<file path="config.mk">
export PLATFORM = sky130hd
export DESIGN_NAME = ltc2308_scan_ctrl
export DESIGN_NICKNAME = d
export VERILOG_FILES = /design/src/rtl/ltc2308_pkg.sv /design/src/rtl/ltc2308_rr_pick.sv /design/src/rtl/ltc2308_scan_ctrl.sv
export SDC_FILE = /design/constraint.sdc
export NUM_CORES = 1
export LEC_CHECK = 0
export ABC_AREA = 1
export CORE_AREA = 5 5 87 109
export DETAILED_ROUTE_END_ITERATION = 6
export DIE_AREA = 0 0 92 114
export DONT_BUFFER_PORTS = 1
export GPL_TIMING_DRIVEN = 1
export PLACE_DENSITY_LB_ADDON = 0.2
export SYNTH_ARGS = -nofsm -noshare
export SYNTH_HDL_FRONTEND = slang
export SYNTH_SLANG_ARGS = --single-unit
</file>
<file path="constraint.sdc">
create_clock -name clk -period 5.1 [get_ports clk]
set_input_delay 0.51 -clock clk [delete_from_list [all_inputs] [get_ports clk]]
set_output_delay 0.51 -clock clk [all_outputs]
set_load 0.1 [all_outputs]
</file>
<file path="src/rtl/ltc2308_pkg.sv">
// Shared types and helpers for the LTC2308 scan sequencer.
// Latency: n/a (types, constants and a pure function only).
// Backpressure: n/a.
package ltc2308_pkg;

    typedef enum logic [2:0] {
        S_IDLE      = 3'd0,
        S_CONV_HI   = 3'd1,
        S_CONV_WAIT = 3'd2,
        S_SHIFT     = 3'd3,
        S_EMIT      = 3'd4,
        S_GAP       = 3'd5
    } state_t;

    localparam int N_BITS   = 12;
    localparam int CFG_BITS = 6;

    // Single-ended, no sleep: {S/D, O/S, S1, S0, UNI, SLP}, shifted MSB first.
    function automatic logic [CFG_BITS-1:0] cfg_word(input logic [2:0] ch, input logic uni);
        return {1'b1, ch[0], ch[2], ch[1], uni, 1'b0};
    endfunction

endpackage

</file>
<file path="src/rtl/ltc2308_rr_pick.sv">
// Round-robin channel picker: first set mask bit above 'last', wrapping 7->0.
// Latency: combinational.
// Backpressure: none; 'any' is low when the mask is empty.
module ltc2308_rr_pick (
    input  logic [7:0] mask,
    input  logic [2:0] last,
    output logic [2:0] next,
    output logic       any
);

    logic [2:0] cand;

    // Walk offsets from farthest to nearest so the nearest set bit wins; offset 8 is 'last' itself.
    always_comb begin
        next = last;
        cand = last;
        any  = |mask;
        for (int i = 8; i >= 1; i--) begin
            cand = last + 3'(i);
            if (mask[cand]) begin
                next = cand;
            end
        end
    end

endmodule

</file>
<file path="src/rtl/ltc2308_scan_ctrl.sv">
// LTC2308 scan sequencer: CONVST/SCK/SDI generation, SDO capture, tagged results.
// Latency: one result per frame of CONVST_HI+T_CONV+24*CLK_DIV+1+GAP clk, one frame behind its config.
// Backpressure: none; result_valid is a single-cycle strobe the consumer must take.
module ltc2308_scan_ctrl
    import ltc2308_pkg::*;
#(
    parameter int CLK_DIV   = 2,
    parameter int CONVST_HI = 2,
    parameter int T_CONV    = 80,
    parameter int GAP       = 4
) (
    input  logic              clk,
    input  logic              reset_n,
    input  logic              enable,
    input  logic [7:0]        ch_mask,
    input  logic              uni,
    output logic              result_valid,
    output logic [2:0]        result_ch,
    output logic [N_BITS-1:0] result_data,
    output logic              busy,
    output logic              adc_convst,
    output logic              adc_sck,
    output logic              adc_sdi,
    input  logic              adc_sdo
);

    localparam int CNT_A   = (CONVST_HI > T_CONV) ? CONVST_HI : T_CONV;
    localparam int CNT_B   = (GAP > CLK_DIV) ? GAP : CLK_DIV;
    localparam int CNT_MAX = (CNT_A > CNT_B) ? CNT_A : CNT_B;
    localparam int CW      = $clog2(CNT_MAX + 1);

    localparam logic [CW-1:0] LD_CHI  = CW'(CONVST_HI - 1);
    localparam logic [CW-1:0] LD_WAIT = CW'(T_CONV - 1);
    localparam logic [CW-1:0] LD_HALF = CW'(CLK_DIV - 1);
    localparam logic [CW-1:0] LD_GAP  = CW'(GAP - 1);
    localparam logic [3:0]    LAST_BIT = 4'(N_BITS - 1);

    state_t            state, state_nxt;
    logic [CW-1:0]     cnt;
    logic              phase;      // 0 = SCK low half, 1 = SCK high half
    logic [3:0]        bit_idx;
    logic [N_BITS-1:0] shreg;
    logic              prime;
    logic [2:0]        last_ch, prev_ch, cfg_ch;
    logic              cfg_uni;
    logic [2:0]        pick_ch;
    logic              pick_any;
    logic [N_BITS-1:0] sdi_word;
    logic [3:0]        sdi_idx;
    logic              convst_d, sck_d, sdi_d, busy_d, emit_d;

    ltc2308_rr_pick u_pick (
        .mask (ch_mask),
        .last (last_ch),
        .next (pick_ch),
        .any  (pick_any)
    );

    // State register.
    always_ff @(posedge clk or negedge reset_n) begin
        if (!reset_n) state <= S_IDLE;
        else          state <= state_nxt;
    end

    // Next-state logic; a started frame always runs through to GAP.
    always_comb begin
        state_nxt = state;
        case (state)
            S_IDLE:      if (enable && pick_any) state_nxt = S_CONV_HI;
            S_CONV_HI:   if (cnt == '0) state_nxt = S_CONV_WAIT;
            S_CONV_WAIT: if (cnt == '0) state_nxt = S_SHIFT;
            S_SHIFT:     if (cnt == '0 && phase && bit_idx == LAST_BIT) state_nxt = S_EMIT;
            S_EMIT:      state_nxt = S_GAP;
            S_GAP:       if (cnt == '0) state_nxt = (enable && pick_any) ? S_CONV_HI : S_IDLE;
            default:     state_nxt = S_IDLE;
        endcase
    end

    // Shared counter, SCK phase/bit index, SDO capture and per-frame channel bookkeeping.
    always_ff @(posedge clk or negedge reset_n) begin
        if (!reset_n) begin
            cnt     <= '0;
            phase   <= 1'b0;
            bit_idx <= '0;
            shreg   <= '0;
            prime   <= 1'b1;
            last_ch <= 3'd7;
            prev_ch <= 3'd0;
            cfg_ch  <= 3'd0;
            cfg_uni <= 1'b0;
        end else begin
            if (state_nxt != state) begin
                case (state_nxt)
                    S_CONV_HI: begin
                        cnt     <= LD_CHI;
                        cfg_ch  <= pick_ch;
                        cfg_uni <= uni;
                        if (state == S_IDLE) prime <= 1'b1;
                    end
                    S_CONV_WAIT: cnt <= LD_WAIT;
                    S_SHIFT: begin
                        cnt     <= LD_HALF;
                        phase   <= 1'b0;
                        bit_idx <= '0;
                    end
                    S_GAP:   cnt <= LD_GAP;
                    default: cnt <= '0;
                endcase
            end else if (state == S_SHIFT) begin
                if (cnt == '0) begin
                    cnt   <= LD_HALF;
                    phase <= ~phase;
                    if (phase) bit_idx <= bit_idx + 4'd1;
                end else begin
                    cnt <= cnt - 1'b1;
                end
            end else if (cnt != '0) begin
                cnt <= cnt - 1'b1;
            end
            // The SCK pin lags the internal phase by one clk, so the first internal high
            // cycle is the last pin-low cycle: capture SDO just before the rising edge.
            if (state == S_SHIFT && phase && cnt == LD_HALF) begin
                shreg <= {shreg[N_BITS-2:0], adc_sdo};
            end
            if (state == S_EMIT) begin
                prime   <= 1'b0;
                prev_ch <= cfg_ch;
                last_ch <= cfg_ch;
            end
        end
    end

    assign sdi_word = {cfg_word(cfg_ch, cfg_uni), {(N_BITS - CFG_BITS){1'b0}}};
    assign sdi_idx  = LAST_BIT - bit_idx;

    // Output decode from the current state; SDI holds for the whole bit period.
    always_comb begin
        convst_d = (state == S_CONV_HI);
        sck_d    = (state == S_SHIFT) && phase;
        sdi_d    = (state == S_SHIFT) && sdi_word[sdi_idx];
        busy_d   = (state != S_IDLE);
        emit_d   = (state == S_EMIT) && !prime;
    end

    // Registered pins and result; the pipelined ADC returns the previous frame's channel.
    always_ff @(posedge clk or negedge reset_n) begin
        if (!reset_n) begin
            result_valid <= 1'b0;
            result_ch    <= 3'd0;
            result_data  <= '0;
            busy         <= 1'b0;
            adc_convst   <= 1'b0;
            adc_sck      <= 1'b0;
            adc_sdi      <= 1'b0;
        end else begin
            result_valid <= emit_d;
            busy         <= busy_d;
            adc_convst   <= convst_d;
            adc_sck      <= sck_d;
            adc_sdi      <= sdi_d;
            if (emit_d) begin
                result_ch   <= prev_ch;
                result_data <= shreg;
            end
        end
    end

endmodule
</file>
==> impl_results.md, run 1 <==
- R2R depth: 14
- Sequential share of the synthesized area: 44.73%
- Unrepaired setup endpoints after global routing: false
- DP Worst Slack: approximately 2.5 ns
- Worst-margin pin slew: approximately 0.9 ns
- Critical Path Source: last_ch[1]
- Final cell utilization of the core: ~42%
- Synthesized flop and latch total: between 50 and 60
- DRT Wirelength: between 7000 and 8000 µm
- Fin area: 3587 µm²
- TritonRoute pass-1 iters: 4
- Setup crit start kind: flip-flop
- Psw: 0.1975 mW
- Synthesis warning total: 0
- Status: complete, no violations
- Maximum number of pins on one net before global-route repair: 57
- Vias in the first global route: 2696
- Post-DP HPWL: 5323 µm
- CP peak stage delay: 0.64 ns
- Critical path type: reg -> reg
- Clock Tree Buf Depth: 2
- Most common cell after layout, fill and taps aside: nand2_1
- Worst R2R End: cfg_ch[1]
- Final setup fails: 0
- Overall Power: 0.9712 mW
- Worst-Skew Late Latency: ~0.33 ns
- Pwr dens: between 200 and 300 nW/µm²
- Leakage: about 1.8 nW
- Setup ws final: about 2.6 ns
- Worst vdd ir: 0.0001221 V
- Core ar.: between 8000 and 9000 µm²
- Rel. slew slack: about 40%
- Area Growth Syn to Fin: 10.18%
- Root Buffer: clkbuf_8
- CP Capture Point: cfg_ch[1]
- Post-route setup TNS: 0 ns
- HP Class: in -> async
- Clock power share: around half
- Worst Setup End Kind: flip-flop
- Fraction of layout cells with a size suffix above 1: 10.11%
- CP top delay family: simple AND/OR/NAND/NOR gates
- Post-DR wirelength/cell: between 10 and 15 µm
- WP data required: 5.36 ns
- Filler Cells Inserted: around 880
- H-tree depth: 3
- Synth Cell Area: around 3300 µm²
- CTS sink cnt: between 50 and 60
- Site row count: 38
- Ant diodes: 0
- Flop pwr share: around 47%
- Final Max Slew Viols: 0
- Layout Cells excl Fill: roughly 550
- IO Port Bufs: 0
- Worst hold slack: between 0.03 and 0.04 ns
- Remaining antenna violation count after routing: 0
- FF-to-FF setup slack: roughly 2.6 ns
- Max Cap Viol: 0
- Die Wd: about 92 µm
- Clock skew: 0.006209 ns
- Io pins: 33
- Placed cell count: around 530
- CTS tree: done
- Worst r2r src: last_ch[1]
- Starting DRT DRC Count: between 80 and 90
- Avg Cell Area, Syn: 7.450 µm²
- Minimum clock period: approximately 2.5 ns
- Critical path arrival: between 2 and 3 ns
- Cell internal pwr: a little under 0.8 mW
- Crit path depth: 14
- Max Clock Freq: 396.0 MHz
- Mapped Cells: 437
- Sw Share: 20.33%
- Crit-path max FO: 10
- Post-route DRC violation count: 0
- Via density: slightly below 5
- Count of cell types in the netlist: 33
- Critical-path cell list: clkinv_1, ha_1, inv_1, nand3_1, nand3_1, nand2_1, nand2_1, nand3_1, nand3_1, nand2_1, nand2_1, nand2_1, nand2_1, a21oi_1
- Gate power share: around 3.5%
- Final nets: 459
- Most used cell, CP: nand2_1
- Commonest non-fill, non-tap cells in the layout: nand2_1 (140), inv_1 (60), dfrtp_1 (54)
- Clock transition at the registers of the reported paths: approximately 0.06 ns
- Via count: ~2700
- Grt total ovfl: 0
- Initial antenna violation count: 0
- Die Ht: 114 µm
- Slowest CP cell: dfstp_2
- CTS Buf Count: 9
- Die Area: 10490 µm²
- Final worst-path cycle share: about half
- Post-synthesis net count: 456
- First-pass GRT wire length: 12340 µm
- Worst Path Buf+Inv: 2
- Initial Util: between 30% and 40%
- GPL Wtd Cong: just over 0.9
- Tot GR Track Use: between 10% and 20%
- Hold Vio Cnt, Final: 0
- DP Area: around 3300 µm²
[routing by layer]
metal	track usage, %	vias up	wire, µm
li1	-	1391	-
met1	16.88	1226	2999
met2	24.85	54	3437
met3	4.090	25	310
met4	9.812	0	349
met5	0	-	0
[kinds of logic after synthesis]
logic type	after synthesis	share of synthesized area (%)
and+or+nand+nor	233	32.32
buffers and inverters	74	9.224
AOI/OAI and AO/OA	59	9.532
xor gates and xnor gates	7	1.883
DFF	58	44.73
adders and majority gates	6	2.306
[state kept, by name (all words and copies together) (netlist names)]
name          cells
adc_sck           1
prev_ch           3
bit_idx           4
result_valid      1
state             3
result_data      12
last_ch           3
adc_convst        1
phase             1
cnt               7
adc_sdi           1
cfg_uni           1
shreg            12
result_ch         3
prime             1
busy              1
cfg_ch            3
[what timing repair did]
action	in CTS	in global routing
resized for setup	0	0
endpoints found under the setup margin	0	0
buffers inserted	0	0
hold buffers	2	0
endpoints found under the hold margin	56	0
[cell usage after synthesis (all sizes together)]
cell type	n	area share, %
and2	3	0.58
xor2	4	1.1
dfstp	4	3.2
clkbuf	5	0.58
a21oi	15	2.4
o21ai	43	6.8
nand4	2	0.38
nor3	8	1.5
nand2	146	17
or2	1	0.19
nor2	26	4.3
dfrtp	54	42
nand3	45	7.5
xnor2	3	0.81
nor4	1	0.38
ha	6	2.3
buf	6	1.3
a221oi	1	0.27
clkinv	1	0.12
nor3b	1	0.23
inv	62	7.2
[power groups by stage]
stage	clock network (mW)	logic (mW)	registers, mW
global placement	0	0.0226	0.469
CTS	0.490	0.0349	0.460
detailed placement	0	0.0221	0.469
global route	0.518	0.0401	0.460
floorplan	0	0.0177	0.469
finish	0.477	0.0341	0.460
[final cells by class]
class	count	area (µm²)	area share, %
Timing Repair Buffer	3	45.04	1.256
Clock inverter	2	60.06	1.674
Sequential cell	58	1456	40.60
Multi-Input combinational cell	305	1499	41.79
Tap cell	100	125.1	3.488
Inverter	63	239.0	6.662
Clock buffer	14	162.7	4.534
[worst min path at each step]
stage,startpoint,end,slack (ns),depth (start not counted)
floorplan,reset_n,adc_convst,0.21,0
global placement,reset_n,result_data[6],0.22,0
detailed placement,reset_n,result_data[6],0.22,0
CTS,reset_n,result_data[5],0.03,1
global route,reset_n,result_data[11],0.03,1
finish,reset_n,shreg[5],0.04,1
No activity file was read; power rests on OpenSTA's default activity.
==> inputs of run 2 (changes only) <==
Clock period 5.1 ns to 2.35 ns, I/O delays scaled along.
==> run 2 against run 1 <==
Register-to-register slack got worse by 2.3 ns. Wire length rose by 3.9%. Cell area up 5.9%. Critical endpoint is now bit_idx[1]. Largest power group is now sequential cells.
==> impl_results.md, run 2 (synthesized netlist as in run 1, its figures left out) <==
- Remaining antenna violation count after routing: 0
- Final setup fails: 0
- GPL Wtd Cong: between 0.9 and 1
- Vias in the first global route: about 2800
- Worst-margin pin slew: 0.8824 ns
- Most common cell after layout, fill and taps aside: nand2_1
- Final worst-path cycle share: roughly nine tenths
- Maximum number of pins on one net before global-route repair: 59
- Critical path type: reg -> reg
- Site row count: 38
- Post-route setup TNS: 0 ns
- Minimum clock period: ~2.1 ns
- Leakage: approximately 1.9 nW
- Post-DR wirelength/cell: between 10 and 15 µm
- WHS Path Cells: 2
- DRT Wirelength: between 7000 and 8000 µm
- Filler Cells Inserted: between 800 and 900
- Status: complete, no violations
- Initial antenna violation count: 0
- Via count: ~2900
- Tot GR Track Use: 15.28%
- Reg area: 1456 µm²
- Commonest non-fill, non-tap cells in the layout: nand2_1 (137), inv_1 (59), dfrtp_1 (54)
- Grt total ovfl: 0
- Post-route DRC violation count: 0
- DP Area: roughly 3500 µm²
- CP peak stage delay: 0.40 ns
- Clock transition at the registers of the reported paths: approximately 0.07 ns
- Final nets: ~500
- Area Growth Syn to Fin: 16.64%
- Clock skew: between 0.008 and 0.009 ns
- Multi-input logic area: around 1500 µm²
- Unrepaired setup endpoints after global routing: false
- Fraction of layout cells with a size suffix above 1: ~17%
- Fin area: approximately 3800 µm²
- Worst Path Buf+Inv: 3
- First-pass GRT wire length: 12780 µm
- Via density: 4.990
- Worst-Skew Late Latency: approximately 0.34 ns
- Post-DP HPWL: 5303 µm
- Root Buffer: clkbuf_8
- Starting DRT DRC Count: 172
- Worst r2r src: cnt[0]
- Hold path startpoint: adc_sdo
- Die Ht: 114 µm
- Pwr dens: ~520 nW/µm²
- Largest registers: result_data x12, shreg x12, cnt x7
- Hold Path Sink: shreg[0]
- Rel. slew slack: about two fifths
- Critical path arrival: roughly 2.4 ns
- Die Area: 10490 µm²
- Worst Setup End Kind: flip-flop
- CTS sink cnt: 58
- Worst vdd ir: just over 0.0002 V
- CP top delay family: simple AND/OR/NAND/NOR gates
- Setup crit start kind: flip-flop
- Io pins: 33
- Overall Power: just under 2 mW
- Crit-path max FO: 7
- Core ar.: between 8000 and 9000 µm²
- Die Wd: around 92 µm
- HP Class: in -> reg
- Critical-path cell list: inv_1, ha_2, nand2_2, nor2_8, inv_2, nand2_1, nand2_1, nor2_2, nand3_2, nand2_4, nand3_4, buf_4, nor2_2, nand3_1, nand2_1
- Clock Tree Buf Depth: 2
- Final Max Slew Viols: 0
- Hold Vio Cnt, Final: 0
- Initial Util: 38.47%
- WP data required: 2.63 ns
- IO Port Bufs: 0
- Ant diodes: 0
- Max Cap Viol: 0
- Slowest CP cell: dfrtp_1
- Most used cell, CP: nand2_1
- FF-to-FF setup slack: ~0.26 ns
- CTS tree: done
- Worst R2R End: bit_idx[1]
- Max Clock Freq: roughly 480 MHz
- H-tree depth: 3
- TritonRoute pass-1 iters: 4
- CTS Buf Count: 9
- R2R depth: 15
==> run 2: worst register-to-register path: cells and delay by family (launching register included) <==
| family | cells | cell delay, ns |
|---|---|---|
| fa+ha+maj | 1 | 0.20 |
| simple gates | 11 | 1.06 |
| buf+inv | 3 | 0.36 |
| flops | 1 | 0.40 |
==> run 2: how the worst max path moves through the flow <==
stage                     startpoint  slack (ns)  cells past startpoint          to
after floorplan           last_ch[0]        0.11                     18   cfg_ch[2]
after global placement        cnt[0]        0.24                     15  bit_idx[0]
after detailed placement      cnt[0]        0.19                     15   cfg_ch[0]
after CTS                     cnt[0]        0.18                     15   cfg_ch[0]
after global routing      last_ch[1]        0.02                     16   cfg_ch[2]
final                         cnt[0]        0.26                     15  bit_idx[1]
==> run 2: what timing repair did <==
item / 4_1_cts / 5_1_grt
endpoints found under the hold margin: 59 / 0
gates resized for setup: 0 / 9
setup endpoints to repair: 0 / 9
buffers inserted: 0 / 2
hold buffers: 3 / 0
==> run 2: area by class of cell <==
class	instances	share of cell area (%)
Clock buffer	11	3.723
Tap cell	100	3.295
Clock inverter	5	1.417
Inverter	63	6.293
Multi-Input combinational cell	306	40.53
Timing Repair Buffer	29	6.392
Sequential cell	58	38.35
==> run 2: metal layers <==
layer | GRT usage, % | up-vias | share of wire [%]
li1 | - | 1439 | -
met1 | 18.11 | 1316 | 43
met2 | 25.68 | 88 | 49
met3 | 4.090 | 11 | 5.6
met4 | 7.334 | 0 | 2.1
met5 | 0 | - | 0
==> run 2: per-stage QoR <==
| step | util [%] | cells | setup WS [ns] | hold slack, ns |
|---|---|---|---|---|
| 3_3_place_gp | 41.35 | 550 | 0.2352 | -0.05904 |
| 4_1_cts | 44.22 | 569 | 0.1777 | 0.009938 |
| 5_1_grt | 44.87 | 572 | 0.02230 | 0.02643 |
| 3_5_place_dp | 41.35 | 550 | 0.1936 | -0.05872 |
| 6_report | 44.87 | 572 | 0.2644 | 0.01475 |
| 2_1_floorplan | - | 437 | 0.1111 | -0.06059 |
==> run 2: power by group <==
| part | switching, mW | internal (mW) |
|---|---|---|
| registers | 0 | 0.999 |
| logic | 0.0508 | 0.0246 |
| clock network | 0.401 | 0.515 |
| total | 0.451 | 1.54 |
